**config.mk**
```make
export PLATFORM = sky130hd
export DESIGN_NAME = oa_tree_n
export DESIGN_NICKNAME = d
export VERILOG_FILES = /design/src/rtl/oa_tree_n.sv
export SDC_FILE = /design/constraint.sdc
export NUM_CORES = 1
export LEC_CHECK = 0
export CAP_MARGIN = 40
export CORE_ASPECT_RATIO = 1.25
export CORE_MARGIN = 1.5
export CORE_UTILIZATION = 56
export DETAILED_ROUTE_END_ITERATION = 12
export PLACE_DENSITY_LB_ADDON = 0.3
export SYNTH_ARGS = -nofsm -noshare
export SYNTH_HDL_FRONTEND = slang
export SYNTH_HIERARCHICAL = 1
export SYNTH_SLANG_ARGS = --single-unit
```
**constraint.sdc**
```tcl
create_clock -name clk -period 3.6 [get_ports clk]
set_input_delay 0.72 -clock clk [delete_from_list [all_inputs] [get_ports clk]]
set_output_delay 0.72 -clock clk [all_outputs]
set_load 0.03 [all_outputs]
```
**src/rtl/oa_tree_n.sv**
```systemverilog
// N-input online (MSD-first, radix-2 signed-digit) adder tree with frame control.
// Each level halves the operand count; the result frame carries sum(x)/2^L.

module oa_tree_n_cell #(
  parameter int DELAY = 2
) (
  input  logic clk,
  input  logic clr,
  input  logic a_p,
  input  logic a_n,
  input  logic b_p,
  input  logic b_n,
  output logic z_p,
  output logic z_n
);

  // s_reg holds x_j+y_j of the previous digit; the current digits act as lookahead.
  logic [2:0] s_reg;
  logic [2:0] w_reg;
  logic [2:0] s_new;
  logic [2:0] t;
  logic [2:0] w;
  logic [2:0] zv;
  logic       nonneg;
  logic [DELAY-2:0] zp_pipe;
  logic [DELAY-2:0] zn_pipe;

  assign s_new  = {2'b00, a_p} - {2'b00, a_n} + {2'b00, b_p} - {2'b00, b_n};
  assign nonneg = !a_n && !b_n;

  // Split s = 2t + w so that w_(j-1) + t_j always stays a single signed digit.
  always_comb begin
    t = 3'd0;
    w = 3'd0;
    case (s_reg)
      3'd2: t = 3'd1;
      3'd1: begin
        if (nonneg) begin
          t = 3'd1;
          w = 3'b111;
        end else begin
          w = 3'd1;
        end
      end
      3'b111: begin
        if (nonneg) begin
          w = 3'b111;
        end else begin
          t = 3'b111;
          w = 3'd1;
        end
      end
      3'b110: t = 3'b111;
      default: ;
    endcase
  end

  assign zv = w_reg + t;

  always_ff @(posedge clk) begin
    if (clr) begin
      s_reg   <= '0;
      w_reg   <= '0;
      zp_pipe <= '0;
      zn_pipe <= '0;
    end else begin
      s_reg      <= s_new;
      w_reg      <= w;
      zp_pipe[0] <= (zv == 3'd1);
      zn_pipe[0] <= (zv == 3'b111);
      for (int j = 1; j <= DELAY - 2; j++) begin
        zp_pipe[j] <= zp_pipe[j-1];
        zn_pipe[j] <= zn_pipe[j-1];
      end
    end
  end

  assign z_p = zp_pipe[DELAY-2];
  assign z_n = zn_pipe[DELAY-2];

endmodule

module oa_tree_n #(
  parameter int N_INPUTS = 9,
  parameter int N_DIGITS = 8,
  parameter int OA_DELAY = 2
) (
  input  logic                clk,
  input  logic                rst,
  input  logic                in_valid,
  input  logic                in_start,
  input  logic [N_INPUTS-1:0] x_p,
  input  logic [N_INPUTS-1:0] x_n,
  output logic                in_ready,
  output logic                z_p,
  output logic                z_n,
  output logic                out_valid,
  output logic                out_start,
  output logic                out_last,
  output logic                frame_err
);

  localparam int L        = $clog2(N_INPUTS);
  localparam int TREE_LAT = L * OA_DELAY;
  localparam int DW       = $clog2(N_DIGITS + 1);
  localparam int FW       = $clog2(L + 1);

  localparam logic [1:0] IDLE   = 2'd0;
  localparam logic [1:0] STREAM = 2'd1;
  localparam logic [1:0] FLUSH  = 2'd2;

  function automatic int lvl_cnt(input int lvl);
    int c;
    c = N_INPUTS;
    for (int k = 0; k < lvl; k++) c = (c + 1) / 2;
    return c;
  endfunction

  logic [1:0]    state_reg, state_next;
  logic [DW-1:0] dcnt_reg, dcnt_next;
  logic [FW-1:0] fcnt_reg, fcnt_next;
  logic          abort;
  logic          feed;
  logic          tag_v, tag_s, tag_l;
  logic          clr;

  always_comb begin
    state_next = state_reg;
    dcnt_next  = dcnt_reg;
    fcnt_next  = fcnt_reg;
    abort      = 1'b0;
    feed       = 1'b0;
    tag_v      = 1'b0;
    tag_s      = 1'b0;
    tag_l      = 1'b0;
    case (state_reg)
      IDLE: begin
        if (in_valid && in_start) begin
          feed       = 1'b1;
          tag_v      = 1'b1;
          tag_s      = 1'b1;
          dcnt_next  = DW'(1);
          state_next = STREAM;
        end
      end
      STREAM: begin
        // A gap or a premature start breaks the frame; the start slice is not consumed.
        if (!in_valid || in_start) begin
          abort      = 1'b1;
          state_next = IDLE;
        end else begin
          feed      = 1'b1;
          tag_v     = 1'b1;
          dcnt_next = dcnt_reg + DW'(1);
          if (dcnt_reg == DW'(N_DIGITS - 1)) begin
            fcnt_next  = '0;
            state_next = FLUSH;
          end
        end
      end
      FLUSH: begin
        tag_v     = 1'b1;
        fcnt_next = fcnt_reg + FW'(1);
        if (fcnt_reg == FW'(L - 1)) begin
          tag_l      = 1'b1;
          state_next = IDLE;
        end
      end
      default: state_next = IDLE;
    endcase
  end

  always_ff @(posedge clk) begin
    if (rst) begin
      state_reg <= IDLE;
      dcnt_reg  <= '0;
      fcnt_reg  <= '0;
    end else begin
      state_reg <= state_next;
      dcnt_reg  <= dcnt_next;
      fcnt_reg  <= fcnt_next;
    end
  end

  assign in_ready  = (state_reg != FLUSH);
  assign frame_err = abort && !rst;
  assign clr       = rst || abort;

  // Level 0 holds canonical digits: (1,1) folds to zero, rejected slices become zero.
  logic [L:0][N_INPUTS-1:0] tp;
  logic [L:0][N_INPUTS-1:0] tn;
  logic                     unused_tree;

  assign tp[0] = feed ? (x_p & ~x_n) : '0;
  assign tn[0] = feed ? (x_n & ~x_p) : '0;

  for (genvar gl = 0; gl < L; gl++) begin : g_lvl
    for (genvar gi = 0; gi < N_INPUTS; gi++) begin : g_node
      if (2 * gi + 1 < lvl_cnt(gl)) begin : g_oa
        oa_tree_n_cell #(.DELAY(OA_DELAY)) u_cell (
          .clk (clk),
          .clr (clr),
          .a_p (tp[gl][2*gi]),
          .a_n (tn[gl][2*gi]),
          .b_p (tp[gl][2*gi+1]),
          .b_n (tn[gl][2*gi+1]),
          .z_p (tp[gl+1][gi]),
          .z_n (tn[gl+1][gi])
        );
      end else if (2 * gi < lvl_cnt(gl)) begin : g_pass
        // (a+0)/2 is a one-digit shift, so one stage more than an OA cell.
        logic [OA_DELAY:0] cp_reg;
        logic [OA_DELAY:0] cn_reg;
        always_ff @(posedge clk) begin
          if (clr) begin
            cp_reg <= '0;
            cn_reg <= '0;
          end else begin
            cp_reg <= {cp_reg[OA_DELAY-1:0], tp[gl][2*gi]};
            cn_reg <= {cn_reg[OA_DELAY-1:0], tn[gl][2*gi]};
          end
        end
        assign tp[gl+1][gi] = cp_reg[OA_DELAY];
        assign tn[gl+1][gi] = cn_reg[OA_DELAY];
      end else begin : g_none
        assign tp[gl+1][gi] = 1'b0;
        assign tn[gl+1][gi] = 1'b0;
      end
    end
  end

  assign unused_tree = ^{tp, tn};
  assign z_p = tp[L][0];
  assign z_n = tn[L][0];

  logic [TREE_LAT-1:0] tv_reg, ts_reg, tl_reg;

  always_ff @(posedge clk) begin
    if (clr) begin
      tv_reg <= '0;
      ts_reg <= '0;
      tl_reg <= '0;
    end else begin
      tv_reg <= {tv_reg[TREE_LAT-2:0], tag_v};
      ts_reg <= {ts_reg[TREE_LAT-2:0], tag_s};
      tl_reg <= {tl_reg[TREE_LAT-2:0], tag_l};
    end
  end

  assign out_valid = tv_reg[TREE_LAT-1];
  assign out_start = ts_reg[TREE_LAT-1];
  assign out_last  = tl_reg[TREE_LAT-1];

endmodule
```
==> metrics.yaml, run 1 <==
run_status:
  violations: "design-rule violations"
  status: "complete, but fails checks"
detailed_routing:
  drc: 1
  dr.first_iter.drc_count: 83
  viasPerCell: 5.159
  ant_nets: 0
  wl_per_cell_um: 11.66
  route.final.wire_length_um: 6690
  num_vias: 2961
  drt_first_pass_iters: 8
sta:
  fin_skew_ns: 0.008402
  max_slew_margin_pct: 71.55
  slew_viol_final: 0
  period_needed_ns: 3.192
  setup_viol: 0
  max_freq_mhz: 313.3
  tns_ns: 0
  hold_viol: 0
  period_share_pct: 88.67
  worstMarginPinSlew_ns: 0.4259
  rsz0062_at_grt: "no"
  finalWorstSetupSlack_ns: 0.4080
logic_synthesis:
  synth_edf_count: 0
  synth-seq-cells: 107
  dominantRegCellSynth: "dfxtp_1"
  synthCells: 435
  synth_top_area_share_pct: 45.24
  synth-adder-area-share_pct: 17.28
  synthDistinctLibCells: 44
  yosysMostFrequentCell: "dfxtp_1"
  synth_largest_area_cell: "dfxtp_1"
  synthArstFlopShare_pct: 0
  synth_top_family_by_area: "simple AND/OR/NAND/NOR gates"
  synth-compound-area-share_pct: 6.052
  synth.mux.area_fraction_pct: 0
  synth_area_leaders: "dfxtp_1 45%, fa_1 10%, ha_1 7.1%"
  yosysSeqAreaShare_pct: 45.24
  ys_top_cells_by_count: "107 x dfxtp_1, 61 x inv_1, 37 x and2_1"
  yosys.area_share.simple_pct: 23.57
  synthXorXnorAreaFrac_pct: 2.008
  synth_area_um2: 4735
  ys_warn_count: 6
  avgSynthCellArea_um2: 10.88
  syn_nets: 508
worst_setup_path:
  slowest_delay_ns: 0.67
  regToRegSetupSlack_ns: 0.69
  critPathMaxFanout: 8
  worstSetupEndpointType: "primary output"
  cp_cell_sequence: "clkdlybuf4s50_1 -> buf_4 -> nand2b_1 -> nand2_1 -> nor2_1 -> clkdlybuf4s50_1"
  crit_family: "buffers and inverters"
  path_class: "input port to primary output"
  cpMostUsedCell: "clkdlybuf4s50_1"
  cp.arrival_ns: 2.47
  startpoint_type: "input port"
  crit_slowest_cell: "clkdlybuf4s50_1"
  critPathBufInv: 3
  worst_ep_required_time_ns: 2.88
floorplanning:
  dieArea_um2: 9018
  row_count: 37
  die_y_um: 105.8
  io_pins: 29
  core-area_um2: 8240
  die_w_um: 85.24
  start_util_pct: 57.46
placement:
  hpwl_um: 4752
  gp_congestion: 0.7614
  port_buffers: 28
  dpl_worst_slack_ns: 0.09200
power_and_ir_drop:
  vdd_ir_drop_max_uv: 265.8
  power_leakage_uw: 0.002140
  power_uw: 2078
  power_density_nw_per_um2: 389.5
clock_tree:
  holdBufCountCts: 0
  cts_made_buffers: 9
  clkSinkCount: 107
  worstSkewPairLatency_ns: 0.36
  htree_levels: 3
  cts_buffer_depth: 2
  cts_tree: "done"
  post_cts_buffers: 0
  cts-resized-gates: 0
  path_clk_slew_ns: 0.10
  cts_root_buffer: "clkbuf_8"
final_layout:
  diodes: 0
  register_area_um2: 2142
  largest_reg_flops: 24
  drive_gt1_share_pct: 10.90
  n_fill_cell: 685
  multi_input_area_um2: 2316
  area_growth_pct: 12.71
  fin_nets: 545
grt:
  grt_usage_pct: 17.10
  grt_pass1_vias: 2982
  grt_max_degree: 57
  grt_pass1_wl_um: 12360
  antenna_found_initial: 0
  grt-ovfl-total: 0
min_path:
  hold_path_class: "flop to flop"
job:
  cap_viol_max_count: 0
-- final timing paths --
path / startpoint / to / cells after the start
max: in_start / frame_err / 6
min: g_lvl[0].g_node[4].g_pass.cn_reg[1] / g_lvl[0].g_node[4].g_pass.cn_reg[2] / 1
max reg2reg: state_reg[0] / g_lvl[0].g_node[1].g_oa.u_cell/z_n / 9
min reg2reg: g_lvl[0].g_node[4].g_pass.cn_reg[1] / g_lvl[0].g_node[4].g_pass.cn_reg[2] / 1
-- area by class of cell --
cell class	instances	share of cell area [%]
repair buffers	34	6.331
inverters	62	4.361
multi-input cells	258	43.40
flip-flops and latches	107	40.14
clock inverters	7	1.172
clock buffers	9	2.321
well taps	97	2.274
-- through the flow --
stage          area, um^2  util (%)  hold WS, ns  std cells
6_report             5336     64.76       0.4252        574
5_1_grt              5336     64.76       0.4364        574
4_1_cts              5336     64.76       0.4265        574
3_5_place_dp         5150     62.50       0.4113        558
3_3_place_gp         5150     62.50       0.4076        558
2_1_floorplan        4735         -       0.4057        435
-- logic make-up (layout without fill, tap and decap cells) --
family | Yosys count | count (layout)
buffers and inverters | 70 | 112
XOR/XNOR | 10 | 10
AO/OA/AOI/OAI | 39 | 39
flip-flops | 107 | 107
AND/OR/NAND/NOR | 158 | 158
adder cells (fa/ha/maj) | 51 | 51
-- power breakdown --
part	total, uW	internal [uW]	switching (uW)
combinational	176	90.7	85.7
clock	677	263	414
sequential	1230	1210	16.0
-- cells in the final DEF (no fill, tap or decap), types with 3 or more instances in the layout --
cell / synthesis / routed
nor4b_1: 8 / 8
or2_2: 8 / 8
o211ai_1: 10 / 10
nor3_2: 8 / 8
nand3_1: 9 / 9
nand2b_1: 3 / 3
o21ai_0: 3 / 3
nor2b_1: 19 / 19
dfxtp_1: 107 / 107
fa_1: 24 / 24
clkbuf_8: 0 / 9
buf_4: 1 / 5
o221ai_1: 8 / 8
or3b_4: 8 / 8
nor2_1: 11 / 11
clkdlybuf4s50_1: 0 / 28
and4b_1: 8 / 8
a21oi_1: 7 / 7
ha_1: 27 / 27
inv_1: 61 / 61
xor2_1: 9 / 9
and2_1: 37 / 37
nor3b_1: 25 / 25
-- per-layer routing --
metal	global-route usage (%)	wire, um
met4	7.963	120
met1	20.11	3096
met3	4.072	167
met5	0	0
met2	29.20	3306
(Power assumes the default switching activity.)
==> run 2: changes to the inputs <==
TNS_END_PERCENT = 100   (was not set)
==> results of run 2 <==
No change in the layout: final DEF, timing and power equal those of run 1.
==> patch 1 (settings of run 1) <==
Change the parameter `N_INPUTS` from 9 to 18.
--- a/src/rtl/oa_tree_n.sv
+++ b/src/rtl/oa_tree_n.sv
@@ -81,7 +81,7 @@
 endmodule
 
 module oa_tree_n #(
-  parameter int N_INPUTS = 9,
+  parameter int N_INPUTS = 18,
   parameter int N_DIGITS = 8,
   parameter int OA_DELAY = 2
 ) (
Ports: changed (resized x_n and x_p); port bits go from 29 to 47. The function was not compared with the original's and may differ.
==> patch 1 against run 1 <==
- sequential cell count increased by 69
- design area increased by 87%
- first-iteration DRC count increased by 92%
- sequential share of layout area decreased by 4.9 points
- wire length increased by 100%
- fmax decreased by 4.2%
- power increased by 99%
- global-route usage increased by 1.2 points
- area after synthesis increased by 81%
- via count increased by 84%
- worst setup slack got worse by 0.14 ns
==> patch 1: results (changes against run 1) <==
Detailed routing
  – Drt total wl: 13480 µm (+100%)
  – WL/cell: 12.87 µm (+10%)
  – Pre-antenna DRT Iters: 4 (-4)
  – Vias: 5441 (+84%)
  – 1st-iter DRT viols: 159 (+92%)

STA
  – Max transition margin: 70.88% (-0.67 points)
  – Clk_skew: 0.009083 ns (+0.0006813 ns)

Clock network
  – Post-CTS resize count: 0 (unchanged)
  – Worst-path clk slew: 0.07 ns (-0.03 ns)
  – Post-CTS setup buffer count: 0 (unchanged)
  – TritonCTS Buffers: 17 (+8)
  – Htree depth: 4 (+1)
  – Root Driver: clkbuf_16
  – Clk_lat worst skew: 0.43 ns (+0.07 ns)

Logic synthesis
  – Distinct cell type count after synthesis: 47 (+6.8%)
  – Post-synth net total: 915 (+80%)
  – Synth top area cells: dfxtp_1, fa_1, ha_1
  – Mapped Avg Cell Area: 11.10 µm² (+2.0%)
  – Sequential-to-total area share from yosys stat: 41.21% (-4.0 points)

Final layout
  – Layout cell share with drive strength beyond 1: 17.11% (+6.2 points)
  – Largest register FFs: 51 (+110%)

Global route
  – First-pass GRT wire length: 23910 µm (+93%)
  – Global Route Usage Sum: 18.33% (+1.2 points)
  – Vias in the first global route: 5788 (+94%)
  – Largest net degree at the start of global routing: 46 (-19%)

Min path
  – Worst min-delay path category: register to register
  – Hold Startpoint: g_lvl[3].g_node[1].g_pass.cn_reg[1]

Place
  – DP Area: 9397 µm² (+82%)
  – Inst Count DP: 1015 (+82%)
  – Post-place setup slack: -0.1415 ns (-0.2335 ns)
  – Port buffer count: 46 (+64%)
  – GPL Wtd Cong: 0.8003 (+5.1%)
  – Post-DP HPWL: 9825 µm (+110%)

Setup path
  – CP arrival: 3.64 ns (+1.17 ns)
  – CP max FO: 32 (+24)

Run status
  – Status: finished, final reports clean

Power
  – Leak Pwr: 4.036 nW (+89%)
  – Sw frac: 25.02% (+0.22 points)
  – Peak supply drop: 0.3442 mV (+29%)
## patch 1: cell families after synthesis
kind of cell               after synthesis  synth area share (%)
and+or+nand+nor                        283                 25.87
AOI/OAI and AO/OA                       54                 4.975
buffers and inverters                  135                 6.365
adders and majority gates              105                 19.84
xor gates and xnor gates                17                 1.741
DFF                                    176                 41.21
## patch 1: power groups by stage
stage / Combinational, mW / Sequential (mW) / Clock (mW)
global placement: 0.323 / 2.06 / 0
floorplan: 0.221 / 2.06 / 0
global route: 0.380 / 2.03 / 1.90
detailed placement: 0.342 / 2.07 / 0
finish: 0.342 / 2.02 / 1.78
CTS: 0.346 / 2.02 / 1.82
## patch 1: path summary, 6_finish.rpt
kind | to | slack (ns) | depth (start not counted)
hold reg to reg | g_lvl[3].g_node[1].g_pass.cn_reg[2] | 0.42 | 1
setup / recovery | g_lvl[0].g_node[7].g_oa.u_cell/z_n | 0.27 | 11
hold / removal | g_lvl[3].g_node[1].g_pass.cn_reg[2] | 0.42 | 1
setup reg to reg | g_lvl[0].g_node[7].g_oa.u_cell/z_n | 0.49 | 10
## patch 1: critical path: stages
cell and delay (ns):
clkdlybuf4s50_1 0.49, and2b_1 0.25, o21ai_4 0.17, buf_12 0.23, nor3b_2 0.08, or3b_4 0.41
o221ai_1 0.19, ha_1 0.22, inv_1 0.06, fa_1 0.44, nor4b_1 0.35
## patch 1: area by class of cell
class	count	area, µm²
inverters	124	466.7
fillers	1076	4962
clock buffers	17	425.4
clock inverters	15	167.7
multi-input cells	459	4483
repair buffers	74	695.7
well taps	182	227.7
flip-flops and latches	176	3523
## patch 1: metal layers
metal	routed length (µm)	global-route usage, %	up-vias
met4	253	8.026	0
li1	-	-	2699
met3	348	4.729	20
met5	0	0	-
met2	7199	33.67	71
met1	5676	19.64	2651
==> patch 2 (flow settings as in run 1) <==
Made on the original files. Reset style: asynchronous (`rst`), changed in one clocked block.
--- a/src/rtl/oa_tree_n.sv
+++ b/src/rtl/oa_tree_n.sv
@@ -170,7 +170,7 @@
     endcase
   end
 
-  always_ff @(posedge clk) begin
+  always_ff @(posedge clk or posedge rst) begin
     if (rst) begin
       state_reg <= IDLE;
       dcnt_reg  <= '0;
Function: differs if rst is asserted again (counterexample within 10 cycles, from zero or initial values and one cycle with rst high); with rst held inactive, the same outputs for 10 cycles.
==> patch 2 against run 1 <==
- the flow still finishes with violations (DRC)
- area after synthesis increased by 0.82%
- power grew 11%
- fmax shrank 0.42%
- wire length increased by 2.9%
- hold slack worse by 0.0034 ns
- first-iteration DRC count increased by 23%
- combinational power is 55% higher
- global-route usage shrank 0.27 points
- design area grew 1.7%
- clock power increased by 10%
- sequential cell count did not move
- worst setup slack worse by 0.013 ns
- largest cell class unchanged
- highest routed layer unchanged
==> patch 2: results (changes against run 1) <==
Logic synthesis
  – Synth top area cells: dfxtp_1, fa_1, ha_1
  – Distinct cell type count after synthesis: 43 (-2.3%)
  – Top cells by count, synth: dfxtp_1, inv_1, and2_1
  – Ys Warns: 6 (unchanged)
  – FF+latch count, synth: 107 (unchanged)
  – Post-synth net total: 505 (-0.59%)
  – Synth Instances: 432 (-0.69%)
  – Async set or reset register ratio after synthesis: 8.411% (+8.4 points)
  – Sequential-to-total area share from yosys stat: 45.82% (+0.58 points)

Clock network
  – Htree depth: 3 (unchanged)
  – Root Driver: clkbuf_8
  – Worst-path clk slew: between 0.1 and 0.15 ns

Power
  – Internal: 1.718 mW (+9.9%)
  – Leak Pwr: 2.253 nW (+5.3%)
  – Peak supply drop: 0.2508 mV (-5.6%)

Detailed routing
  – Drt total wl: 6885 µm (+2.9%)
  – Vias: 2963 (+0.068%)
  – WL/cell: 11.91 µm (+2.2%)
  – DRC Markers: 1 (unchanged)
  – 1st-iter DRT viols: 102 (+23%)
  – Final ANT Viol Nets: 0 (unchanged)

Setup path
  – CP max-delay cell: clkdlybuf4s50_1
  – Reg2reg start: state_reg[0]
  – R2R setup slack: 0.63 ns (-0.06 ns)
  – Max stage delay on crit path: 0.48 ns (-0.19 ns)
  – CP max FO: 15 (+7)
  – Reg2reg path depth: 10 (+1)
  – Family with the most delay on the worst path: simple AND/OR/NAND/NOR gates
  – Crit path launch: in_start
  – CP arrival: 3.46 ns (+0.99 ns)

STA
  – Max transition margin: 48.85% (-23 points)
  – Clk_skew: 0.01248 ns (+0.004079 ns)

Job
  – Max-Cap Viols: 0 (unchanged)

Place
  – Post-DP HPWL: 5036 µm (+6.0%)
  – Inst Count DP: 562 (+0.72%)
  – GPL Wtd Cong: 0.7718 (+1.4%)

Run status
  – Failing checks: DRC
  – Status: finished, violations left

Global route
  – Largest net degree at the start of global routing: 43 (-25%)
  – Initial antenna violation count: 0 (unchanged)
  – Global Route Usage Sum: 16.83% (-0.27 points)
  – First-pass GRT wire length: 12340 µm (-0.11%)

Final layout
  – Largest register FFs: 24 (unchanged)
  – Layout cell share with drive strength beyond 1: 11.85% (+0.95 points)
  – Nets@finish: 549 (+0.73%)
  – N_diodes: 0 (unchanged)
  – # fillers: 680 (-0.73%)

Min path
  – WHS Path Cells: 1 (unchanged)
  – Hold Startpoint: ts_reg[1]
  – Worst min-delay path category: register to register
[patch 2: cell families after synthesis]
kind of cell	after synthesis	synth area share (%)
xor+xnor	8	1.468
fa+ha+maj	51	17.14
flops	107	45.82
compound gates	31	4.849
buf+inv	70	6.133
mux	1	0.2097
simple gates	164	24.38
[patch 2: worst paths after layout]
path | end
setup / recovery | g_lvl[0].g_node[0].g_oa.u_cell/z_n
hold / removal | ts_reg[2]
setup reg to reg | g_lvl[0].g_node[0].g_oa.u_cell/z_n
hold reg to reg | ts_reg[2]
max in group asynchronous | state_reg[1]
min in group asynchronous | dcnt_reg[1]
[patch 2: area by class of cell]
class | count | area [µm²] | area share, %
clock buffers | 10 | 127.6 | 2.352
inverters | 63 | 236.5 | 4.359
clock inverters | 6 | 76.32 | 1.407
flip-flops and latches | 107 | 2187 | 40.31
repair buffers | 40 | 382.9 | 7.057
multi-input cells | 255 | 2293 | 42.27
well taps | 97 | 121.4 | 2.237
[patch 2: through the flow]
step                      power, mW  instance area, µm²  setup slack [ns]  hold slack (ns)  util [%]
after CTS                     2.326                5425            0.3908           0.4260     65.84
after floorplan               1.494                4773            0.7102           0.4057         -
after global placement        1.566                5221            0.1417           0.4072     63.36
after global routing          2.417                5425            0.1626           0.4373     65.84
final                         2.302                5425            0.3947           0.4219     65.84
after detailed placement      1.582                5221           0.01132           0.4115     63.36
[patch 2: power by group through the flow]
stage          clock network, mW  logic [mW]  registers, mW
2_1_floorplan                  0       0.198           1.30
3_3_place_gp                   0       0.260           1.31
3_5_place_dp                   0       0.274           1.31
4_1_cts                    0.769       0.276           1.28
5_1_grt                    0.816       0.310           1.29
6_report                   0.748       0.272           1.28
[patch 2: per-layer routing]
metal  GRT usage [%]  vias to the layer above  wire [µm]
met5               0                        -          0
met4           6.797                        0        101
met3           3.804                        6        182
met2           30.31                       35       3548
met1           19.01                     1421       3053
li1                -                     1501          -
